### config.mk
export PLATFORM = sky130hd
export DESIGN_NAME = umul_prod_accum
export DESIGN_NICKNAME = d
export VERILOG_FILES = /design/src/rtl/umul_prod_accum.sv
export SDC_FILE = /design/constraint.sdc
export NUM_CORES = 1
export LEC_CHECK = 0
export ABC_AREA = 1
export BUFFER_PORTS_ARGS = -buffer_cell sky130_fd_sc_hd__buf_2
export CELL_PAD_IN_SITES_DETAIL_PLACEMENT = 0
export CELL_PAD_IN_SITES_GLOBAL_PLACEMENT = 2
export CORE_UTILIZATION = 30
export CTS_CLUSTER_SIZE = 40
export DETAILED_ROUTE_END_ITERATION = 10
export GPL_TIMING_DRIVEN = 0
export PLACE_DENSITY_LB_ADDON = 0.1
export SLEW_MARGIN = 10
export SYNTH_ARGS = -nofsm -noshare
export SYNTH_HDL_FRONTEND = slang
export SYNTH_SLANG_ARGS = --single-unit
### constraint.sdc
create_clock -name clk -period 2.2 [get_ports clk]
set_input_delay 0.11 -clock clk [delete_from_list [all_inputs] [get_ports clk]]
set_output_delay 0.11 -clock clk [all_outputs]
set_load 0.02 [all_outputs]
### src/rtl/umul_prod_accum.sv
// Packet accumulator downstream of the 8-bit unsigned multiplier: sums a stream of
// 16-bit products per in_last-delimited packet and presents sum, beat count and overflow.
module umul_prod_accum #(
    parameter int SUM_NBITS = 24,
    parameter int CNT_NBITS = 8
) (
    input  logic                 clk,
    input  logic                 reset,
    input  logic                 in_val,
    output logic                 in_rdy,
    input  logic [15:0]          in_prod,
    input  logic                 in_last,
    output logic                 out_val,
    input  logic                 out_rdy,
    output logic [SUM_NBITS-1:0] out_sum,
    output logic [CNT_NBITS-1:0] out_count,
    output logic                 out_ovf
);

    localparam logic [CNT_NBITS-1:0] CNT_MAX = '1;
    localparam logic [CNT_NBITS-1:0] CNT_ONE = CNT_NBITS'(1);

    typedef enum logic {
        ACCUM = 1'b0,
        DONE  = 1'b1
    } state_t;

    state_t                 state;
    state_t                 next_state;
    logic [SUM_NBITS-1:0]   acc;
    logic [CNT_NBITS-1:0]   count;
    logic                   ovf;
    logic                   accept;
    logic                   take;
    logic [SUM_NBITS:0]     sum_ext;

    // One extra bit on the adder captures the carry-out that feeds the sticky flag.
    assign sum_ext = {1'b0, acc} + (SUM_NBITS + 1)'(in_prod);

    // NOTE: every output of this block gets a default first so no path leaves it unassigned (no latches).
    always_comb begin
        next_state = state;
        in_rdy     = 1'b0;
        out_val    = 1'b0;
        case (state)
            ACCUM: begin
                in_rdy = 1'b1;
                if (in_val && in_last) begin
                    next_state = DONE;
                end
            end
            DONE: begin
                out_val = 1'b1;
                if (out_rdy) begin
                    next_state = ACCUM;
                end
            end
            default: next_state = ACCUM;
        endcase
    end

    assign accept = in_val & in_rdy;
    assign take   = out_val & out_rdy;

    always_ff @(posedge clk or posedge reset) begin
        if (reset) begin
            state <= ACCUM;
        end else begin
            state <= next_state;
        end
    end

    // NOTE: state uses non-blocking assignments so every register samples pre-edge values.
    always_ff @(posedge clk or posedge reset) begin
        if (reset) begin
            acc   <= '0;
            count <= '0;
            ovf   <= 1'b0;
        end else if (take) begin
            acc   <= '0;
            count <= '0;
            ovf   <= 1'b0;
        end else if (accept) begin
            acc   <= sum_ext[SUM_NBITS-1:0];
            ovf   <= ovf | sum_ext[SUM_NBITS];
            count <= (count == CNT_MAX) ? count : count + CNT_ONE;
        end
    end

    // Running registers are visible in ACCUM too; the consumer qualifies with out_val.
    assign out_sum   = acc;
    assign out_count = count;
    assign out_ovf   = ovf;

endmodule

==> summary.txt, run 1 <==
Placement
  • Port bufs: 55
  • Placed instance area: about 3100 sq um
  • Placer congestion estimate: between 0.7 and 0.8
  • HPWL after DPL: ~6.1 mm

Timing
  • Achievable frequency: ~0.5 GHz
  • Crit share post-route: 0.898
  • Fin crit period: ~2 ns
  • Slew HR: 0.794
  • Hold Fails Final Rpt: 0
  • Least-Margin Pin Slew: ~0.3 ns
  • Layout Skew: between 0.007 and 0.008 ns
  • Setup_tns: 0 ns
  • RSZ-0062 raised after global routing: false
  • Slew Viols, Final: 0
  • Setup violators final: 0

Yosys
  • Synth Area in Compound Gates: 0.118
  • Register area share after synthesis: 0.314
  • Mapped Nets: roughly 430
  • Synth Area in Adders: 0.0859
  • Largest family of logic cells by synthesized area: simple AND/OR/NAND/NOR gates
  • Avg Synthesized Cell Area: around 7 sq um
  • FF+latch count, synth: 34
  • Cell Area, Synth: around 2700 sq um
  • Simple-gate share of the synthesized area: 0.391
  • Yosys Warn Count: 0
  • Distinct cells, synth: 35
  • Number of synthesized flops with an enable pin: 0
  • Main flop type after synthesis: dfrtp_1
  • Synth Area in XOR/XNOR: 0.00647
  • Post-synthesis cell count: 394
  • Asr flop ratio synth: 1.00
  • Mux share of post-synthesis cell area: 0

Die
  • Die H: 97.0 um
  • Die ar.: about 9400 sq um
  • Io pins: between 50 and 60
  • Num rows: 34
  • DIE WIDTH: between 90 and 100 um
  • Initial Util: 0.311
  • Core area: a little under 9000 sq um

Critical path
  • Worst-path fanout max: 4
  • Crit. End Element: flop
  • Startpoint class of the critical path: flop
  • Worst setup path class: flop to flop
  • CP Data Required Time: ~2.4 ns
  • CP Data Arrival Time: about 2.2 ns

Global route
  • Vias in the first global route: roughly 2700
  • First-pass GRT wire length: 13.0 mm
  • Antenna violations before repair: 0
  • Grt ovf: 0
  • Largest net degree at the start of global routing: 25
  • Tot GR Track Use: 0.172

Route
  • Post-Route WL: roughly 7.6 mm
  • Vias per cell: 4.69
  • Detailed Routing Iterations Pass 1: 4
  • Residual DRC count: 0
  • 1st-iter DRT viols: 96
  • WL/cell: around 13 um
  • Antenna viol nets, final: 0
  • Via count: between 2000 and 3000

Finish
  • ANT cells: 0
  • Layout cells sized above 1: 0.227
  • Commonest non-fill, non-tap cell in the layout: nand2_1
  • Final Net Count: between 400 and 500
  • P&R area growth vs syn: 20.4%
  • Most frequent cells in the layout: 135 x nand2_1, 56 x buf_2, 48 x inv_1
  • Final instance area: approximately 3300 sq um

CTS
  • Num CTS Buffers: 5
  • Post_cts resized: 0
  • H-tree levels: 2
  • Clock Path Buffers: 2
  • Clock latency on the worst-skew pair: approximately 0.30 ns
  • Clock sink count: 34
  • CTS tree: yes
  • Clk pin slew, worst setup/hold paths: approximately 0.08 ns
  • Root Buffer: clkbuf_8

Power
  • Power Dens Cells: ~1100 nW/um^2
  • P_leak: roughly 1.9 nW
  • Maximum VDD drop: 0.407 mV

Run status
  • Status: complete, no violations

Run
  • Max_cap viols: 0

Worst hold path
  • Hold Crit Class: input port to flop
-- critical path, cell delays in order, from the launching register on --
cell and delay (ns):
dfrtp_1 0.41, ha_1 0.22, fa_1 0.42, nand2_1 0.12, nand2_2 0.10, nand3_1 0.08, nand2_1 0.13, nand3_1 0.12
nand3_2 0.08, nand2_1 0.06, nand2_1 0.05, nand2_1 0.06, inv_1 0.04
-- worst paths after layout --
path / from / to / slack [ns] / depth (start not counted)
min in group asynchronous: reset / out_sum[2] / 0.31 / 3
max in group asynchronous: reset / out_sum[12] / 1.47 / 4
setup reg to reg: out_sum[0] / out_sum[22] / 0.22 / 12
hold reg to reg: out_ovf / out_ovf / 0.49 / 2
setup / recovery: out_sum[0] / out_sum[22] / 0.22 / 12
hold / removal: in_last / state / 0.05 / 3
-- power by group --
group / internal, mW / switching [mW] / leakage, nW / total [mW]
Sequential: 0.801 / 0.170 / 0.449 / 0.971
Combinational: 0.682 / 1.35 / 1.36 / 2.03
Clock: 0.363 / 0.255 / 0.0573 / 0.618
Total: 1.85 / 1.77 / 1.86 / 3.62
-- synthesized netlist by cell type (all sizes together) (3+ instances only) --
cell | n | area share
nor2 | 31 | 0.049
a22o | 3 | 0.0097
nor3 | 5 | 0.013
nand4 | 5 | 0.012
a21oi | 25 | 0.055
nand3b | 4 | 0.011
nand3 | 31 | 0.067
buf | 4 | 0.012
ha | 17 | 0.079
inv | 52 | 0.073
dfrtp | 34 | 0.31
o21ai | 21 | 0.040
nand2 | 150 | 0.23
-- per-stage QoR --
stage	hold slack, ns	setup slack, ns	instances	util	power, mW
2_1_floorplan	0.241	0.362	394	-	2.44
3_3_place_gp	0.361	0.243	557	0.358	3.03
3_5_place_dp	0.0879	0.224	558	0.360	3.03
4_1_cts	0.0427	0.195	566	0.374	3.68
5_1_grt	0.0604	0.0878	566	0.374	3.98
6_report	0.0496	0.224	566	0.374	3.62
-- cell families (layout without fill, tap and decap cells) --
family / count (synthesis) / after routing
AOI/OAI and AO/OA: 54 / 54
xor gates and xnor gates: 2 / 2
adders and majority gates: 18 / 18
buffers and inverters: 56 / 120
DFF: 34 / 34
and+or+nand+nor: 230 / 230
-- area by class of cell --
class,count,area (sq um)
inverter,52,198
timing repair buffer,57,305
clock inverter,1,30.0
sequential,34,851
multi-input combinational,304,1630
tap,108,135
buffer,4,31.3
clock buffer,6,82.6
fill,966,5460
-- registers in the layout, indices dropped and copies added (netlist names) --
name and flops:
out_sum 24, out_count 8, out_ovf 1, state 1
-- repair_timing --
action / 4_1_cts / 5_1_grt
hold endpoints to repair: 10 / 0
hold buffers: 1 / 0
buffers inserted: 0 / 0
-- layer usage --
layer	part of all wire	wire, um	vias up	global-route usage
met5	0	0	-	0
li1	-	-	1403	-
met3	0.033	248	5	0.0275
met1	0.52	3970	1200	0.238
met2	0.43	3300	46	0.282
met4	0.011	82	0	0.0413
(Power assumes the default switching activity.)
==> inputs of run 2 (changes only) <==
Settings changed: CELL_PAD_IN_SITES_DETAIL_PLACEMENT 0 to default, CELL_PAD_IN_SITES_GLOBAL_PLACEMENT 2 to default, CORE_UTILIZATION 30 to 40, PLACE_DENSITY_LB_ADDON 0.1 to default, SETUP_SLACK_MARGIN from default to 0.4.
==> run 2 against run 1 <==
The run now ends with DRC left; non-clock buffer count up 6; clock-buffer cell count unchanged; highest routed layer unchanged; global-route usage increased by 3.5 points.
==> summary.txt, run 2 (synthesis results as in run 1) <==
Run status
  • Status: finished with violations
  • Failing checks: DRC

CTS
  • Num CTS Buffers: 5
  • Clock Path Buffers: 2
  • Clk pin slew, worst setup/hold paths: ~0.080 ns
  • CTS tree: yes
  • Clock sink count: 34
  • Root Buffer: clkbuf_8
  • H-tree levels: 2
  • Clock latency on the worst-skew pair: 0.30 ns

Power
  • Maximum VDD drop: about 0.65 mV
  • P_leak: 1.88 nW
  • PnR Total Power: 3.99 mW
  • Power Dens Cells: 1130 nW/um^2

Timing
  • RSZ-0062 raised after global routing: true
  • Crit share post-route: 0.803
  • Hold Fails Final Rpt: 0
  • Layout Skew: about 0.009 ns
  • Achievable frequency: 0.566 GHz
  • Slew HR: 0.500
  • Fin crit period: between 1.5 and 2 ns
  • Setup violators final: 0
  • Least-Margin Pin Slew: between 0.7 and 0.8 ns
  • Setup_tns: 0 ns
  • Slew Viols, Final: 0

Critical path
  • Critical-path cell list: ha_4 > fa_2 > nand2_2 > nand2_4 > nand3_2 > nand2_2 > buf_4 > o21ai_0 > nand2_1
  • Worst path bufs/invs: 1
  • CP max-delay cell: dfrtp_2
  • Crit. End Element: flop
  • Crit-path leading delay family: adder cells
  • CP Data Arrival Time: approximately 2.0 ns
  • Max incr delay on CP: roughly 0.43 ns
  • Startpoint class of the critical path: flop
  • Most used cell, CP: nand2_2
  • Worst setup path class: flop to flop
  • CP Data Required Time: around 2.4 ns
  • Worst-path fanout max: 3

Finish
  • Commonest non-fill, non-tap cell in the layout: nand2_1
  • Register Area: 853 sq um
  • Post-layout util: 0.549
  • Fillers: around 630
  • Max FFs per register: 24
  • Layout cells sized above 1: 0.318
  • Most frequent cells in the layout: 129 x nand2_1, 56 x buf_2, 48 x inv_1
  • P&R area growth vs syn: 30.9%
  • Multi-input logic area: 1930 sq um
  • ANT cells: 0
  • Final Net Count: 503

Global route
  • First-pass GRT wire length: between 10 and 15 mm
  • Grt ovf: 0
  • Antenna violations before repair: 0
  • Largest net degree at the start of global routing: 35
  • Tot GR Track Use: 0.207
  • Vias in the first global route: ~2600

Worst hold path
  • Hold Crit Class: input port to flop

Route
  • Antenna viol nets, final: 0
  • Via count: roughly 2700
  • Detailed Routing Iterations Pass 1: 7
  • WL/cell: about 13 um
  • Vias per cell: 5.07
  • 1st-iter DRT viols: 96
  • Post-Route WL: 7.18 mm
  • Residual DRC count: 2

Run
  • Max_cap viols: 0

Die
  • Die ar.: 7100 sq um
  • Die H: between 80 and 90 um
  • Initial Util: 0.419
  • Num rows: 29
  • Core area: 6460 sq um
  • Io pins: 56
  • DIE WIDTH: approximately 84 um

Placement
  • HPWL after DPL: around 5.2 mm
  • Placer congestion estimate: about 0.91
  • Port bufs: 55
## run 2: changes by cell type in the layout (fill, tap and decap cells not counted), sizes merged
cell,change
buf,+6
bufinv,-1
clkinv,+1
clkinvlp,+1
## run 2: path summary, 6_finish.rpt
path / startpoint / end / slack, ns / depth (start not counted)
hold reg to reg: out_ovf / out_ovf / 0.49 / 2
setup / recovery: out_sum[0] / out_sum[6] / 0.43 / 9
hold / removal: in_last / state / 0.04 / 3
setup reg to reg: out_sum[0] / out_sum[6] / 0.43 / 9
min in group asynchronous: reset / out_sum[2] / 0.48 / 3
max in group asynchronous: reset / out_sum[0] / 1.20 / 3
## run 2: routing by layer
metal  GRT usage  part of all wire
met3      0.0393             0.041
met2       0.353              0.47
met1       0.265              0.48
met5           0                 0
met4      0.0658             0.015
## run 2: layout make-up
type | count | area share
timing repair buffer | 63 | 0.0953
inverter | 52 | 0.0558
clock buffer | 6 | 0.0233
sequential | 34 | 0.241
clock inverter | 2 | 0.00353
buffer | 4 | 0.00882
tap | 77 | 0.0272
multi-input combinational | 304 | 0.546
## run 2: worst reg2reg max path: stages, from the launching register on
cell	delay (ns)
dfrtp_2	0.43
ha_4	0.17
fa_2	0.37
nand2_2	0.11
nand2_4	0.08
nand3_2	0.08
nand2_2	0.07
buf_4	0.14
o21ai_0	0.16
nand2_1	0.06
## run 2: report_power, final
| part | internal [mW] | leakage [nW] | total, mW | switching (mW) |
|---|---|---|---|---|
| registers | 0.803 | 0.446 | 1.02 | 0.220 |
| logic | 0.980 | 1.39 | 2.45 | 1.47 |
| clock network | 0.252 | 0.0472 | 0.519 | 0.267 |
| total | 2.04 | 1.88 | 3.99 | 1.96 |
## run 2: per-stage QoR
step	cell area (sq um)	hold WS, ns	instances	worst slack [ns]
after floorplan	2710	0.241	394	0.438
after global placement	3080	0.356	526	0.340
after CTS	3250	0.0432	537	0.387
after global routing	3550	0.0603	542	0.368
after detailed placement	3080	0.302	526	0.318
final	3550	0.0430	542	0.434
## run 2: repair_timing
action	4_1_cts	5_1_grt
hold endpoints to repair	34	0
gates cloned	0	0
endpoints found under the setup margin	6	15
hold buffers	1	0
pin swaps	6	7
resized for setup	8	39
setup buffers	2	5
==> inputs of run 3 (changes only) <==
Clock period 2.2 ns to 1.5 ns, I/O delays scaled along.
==> run 3 against run 2 <==
The flow finishes with violations (DRC, setup timing); hold slack got worse by 0.032 ns; clock skew fell by 0.0031 ns; sequential share of layout area down 3.2 points; maximum frequency grew 2.0%; critical path type unchanged.
==> summary.txt, run 3 (synthesis results as in run 1) <==
Run status
  • Status: finished with violations
  • Failing checks: DRC, setup timing

Die
  • Die H: 84.3 um
  • Num rows: 29
  • Core area: roughly 6500 sq um
  • Initial Util: 0.419
  • DIE WIDTH: 84.3 um
  • Die ar.: about 7000 sq um
  • Io pins: 56

Critical path
  • Worst R2R Start: out_sum[0]
  • Setup crit start: out_sum[0]
  • Most used cell, CP: nand2_4
  • Critical-path cell list: ha_4 > fa_2 > nand2_2 > nand2_4 > nand3_4 > nand2_4 > buf_4 > a21oi_2 > o21ai_1 > nand2_1
  • Worst setup path class: flop to flop
  • R2R cell count: 10
  • Crit. End Element: flop
  • Worst-path fanout max: 3
  • CP Data Required Time: about 1.7 ns
  • CP max-delay cell: dfrtp_2
  • Worst R2R End: out_sum[8]
  • Startpoint class of the critical path: flop
  • Reg2Reg Setup Slack: -0.23 ns
  • Max incr delay on CP: roughly 0.43 ns
  • CP Data Arrival Time: about 2.0 ns

Route
  • 1st-iter DRT viols: between 100 and 150
  • Via count: 2869
  • Detailed Routing Iterations Pass 1: 7
  • Antenna viol nets, final: 0
  • Post-Route WL: about 7.7 mm
  • WL/cell: between 10 and 15 um
  • Residual DRC count: 8
  • Vias per cell: between 5 and 6

Finish
  • ANT cells: 0
  • Layout cells sized above 1: 0.500
  • Final instance area: about 4200 sq um
  • Final Net Count: about 530
  • Commonest non-fill, non-tap cell in the layout: nand2_1
  • Max FFs per register: 24
  • Most frequent cells in the layout: 109 x nand2_1, 48 x buf_2, 40 x inv_1
  • P&R area growth vs syn: 55.2%

Power
  • Maximum VDD drop: between 1 and 1.5 mV
  • PnR Total Power: approximately 7 mW
  • P_leak: about 2.2 nW
  • Power Dens Cells: roughly 1700 nW/um^2

Global route
  • Antenna violations before repair: 0
  • Grt ovf: 0
  • Tot GR Track Use: 0.230
  • Largest net degree at the start of global routing: 35
  • First-pass GRT wire length: 12.9 mm
  • Vias in the first global route: 2759

CTS
  • CTS tree: yes
  • Clock Path Buffers: 2
  • Clock latency on the worst-skew pair: 0.30 ns
  • Root Buffer: clkbuf_8
  • Num CTS Buffers: 5
  • Clock sink count: 34
  • Clk pin slew, worst setup/hold paths: 0.08 ns
  • H-tree levels: 2

Timing
  • Slew Viols, Final: 0
  • Layout Skew: 0.00569 ns
  • Hold Fails Final Rpt: 0
  • Fin crit period: 1.73 ns
  • Slew HR: 0.570
  • Achievable frequency: a little under 0.6 GHz
  • Least-Margin Pin Slew: between 0.6 and 0.7 ns
  • Fin worst setup slack: -0.231 ns
  • Crit share post-route: 1.15
  • RSZ-0062 raised after global routing: true
  • Setup violators final: 21

Run
  • Max_cap viols: 0

Placement
  • Placer congestion estimate: around 0.9
  • HPWL after DPL: 5.36 mm
  • Port bufs: 55
  • Placed instance area: approximately 3400 sq um

Worst hold path
  • Worst Hold Endpoint: state
  • WHS Path Cells: 3
  • Min-delay src: in_last
  • Hold Crit Class: input port to flop
==> run 3: worst max path at each step <==
| stage | to | depth (start not counted) |
|---|---|---|
| detailed placement | out_sum[16] | 11 |
| global placement | out_sum[16] | 11 |
| finish | out_sum[8] | 10 |
| floorplan | out_sum[16] | 11 |
| CTS | out_sum[12] | 10 |
| global route | out_sum[8] | 10 |
==> run 3: layer usage <==
layer | up-vias | track usage | part of all wire
li1 | 1464 | - | -
met1 | 1341 | 0.312 | 0.49
met2 | 55 | 0.383 | 0.46
met3 | 9 | 0.0285 | 0.041
met4 | 0 | 0.0705 | 0.013
met5 | - | 0 | 0
==> run 3: cell type report <==
type                       instances  area [sq um]
fill                             568          2250
multi-input combinational        304          2220
sequential                        34           876
timing repair buffer              88           636
inverter                          52           211
tap                               77          96.3
clock buffer                       7          86.3
buffer                             4          51.3
clock inverter                     1          30.0
==> run 3: repair_timing <==
item,4_1_cts,5_1_grt
pin swaps,31,25
setup endpoints to repair,33,75
setup buffers,22,9
resized for setup,69,46
hold endpoints to repair,34,0
hold buffers,1,0
gates cloned,1,0
==> run 3: worst max-delay path, delay by kind of cell (launching register included) <==
family,cells,cell delay [ns]
simple gates,5,0.39
fa+ha+maj,2,0.51
compound gates,2,0.18
flops,1,0.43
buf+inv,1,0.15
==> run 3: where the power goes <==
group	internal (mW)	switching [mW]
registers	1.22	0.312
logic	2.09	2.64
clock network	0.543	0.385
==> run 3: metrics by stage <==
step           TNS (ns)  setup WS, ns  hold WS [ns]  instances   util
2_1_floorplan     -1.49        -0.199         0.202        394      -
6_report          -3.08        -0.231        0.0111        567  0.651
3_3_place_gp      -4.16        -0.302         0.320        526  0.524
5_1_grt           -5.11        -0.299        0.0235        567  0.651
4_1_cts           -3.26        -0.268       0.00626        558  0.615
3_5_place_dp      -3.24        -0.304         0.273        526  0.524
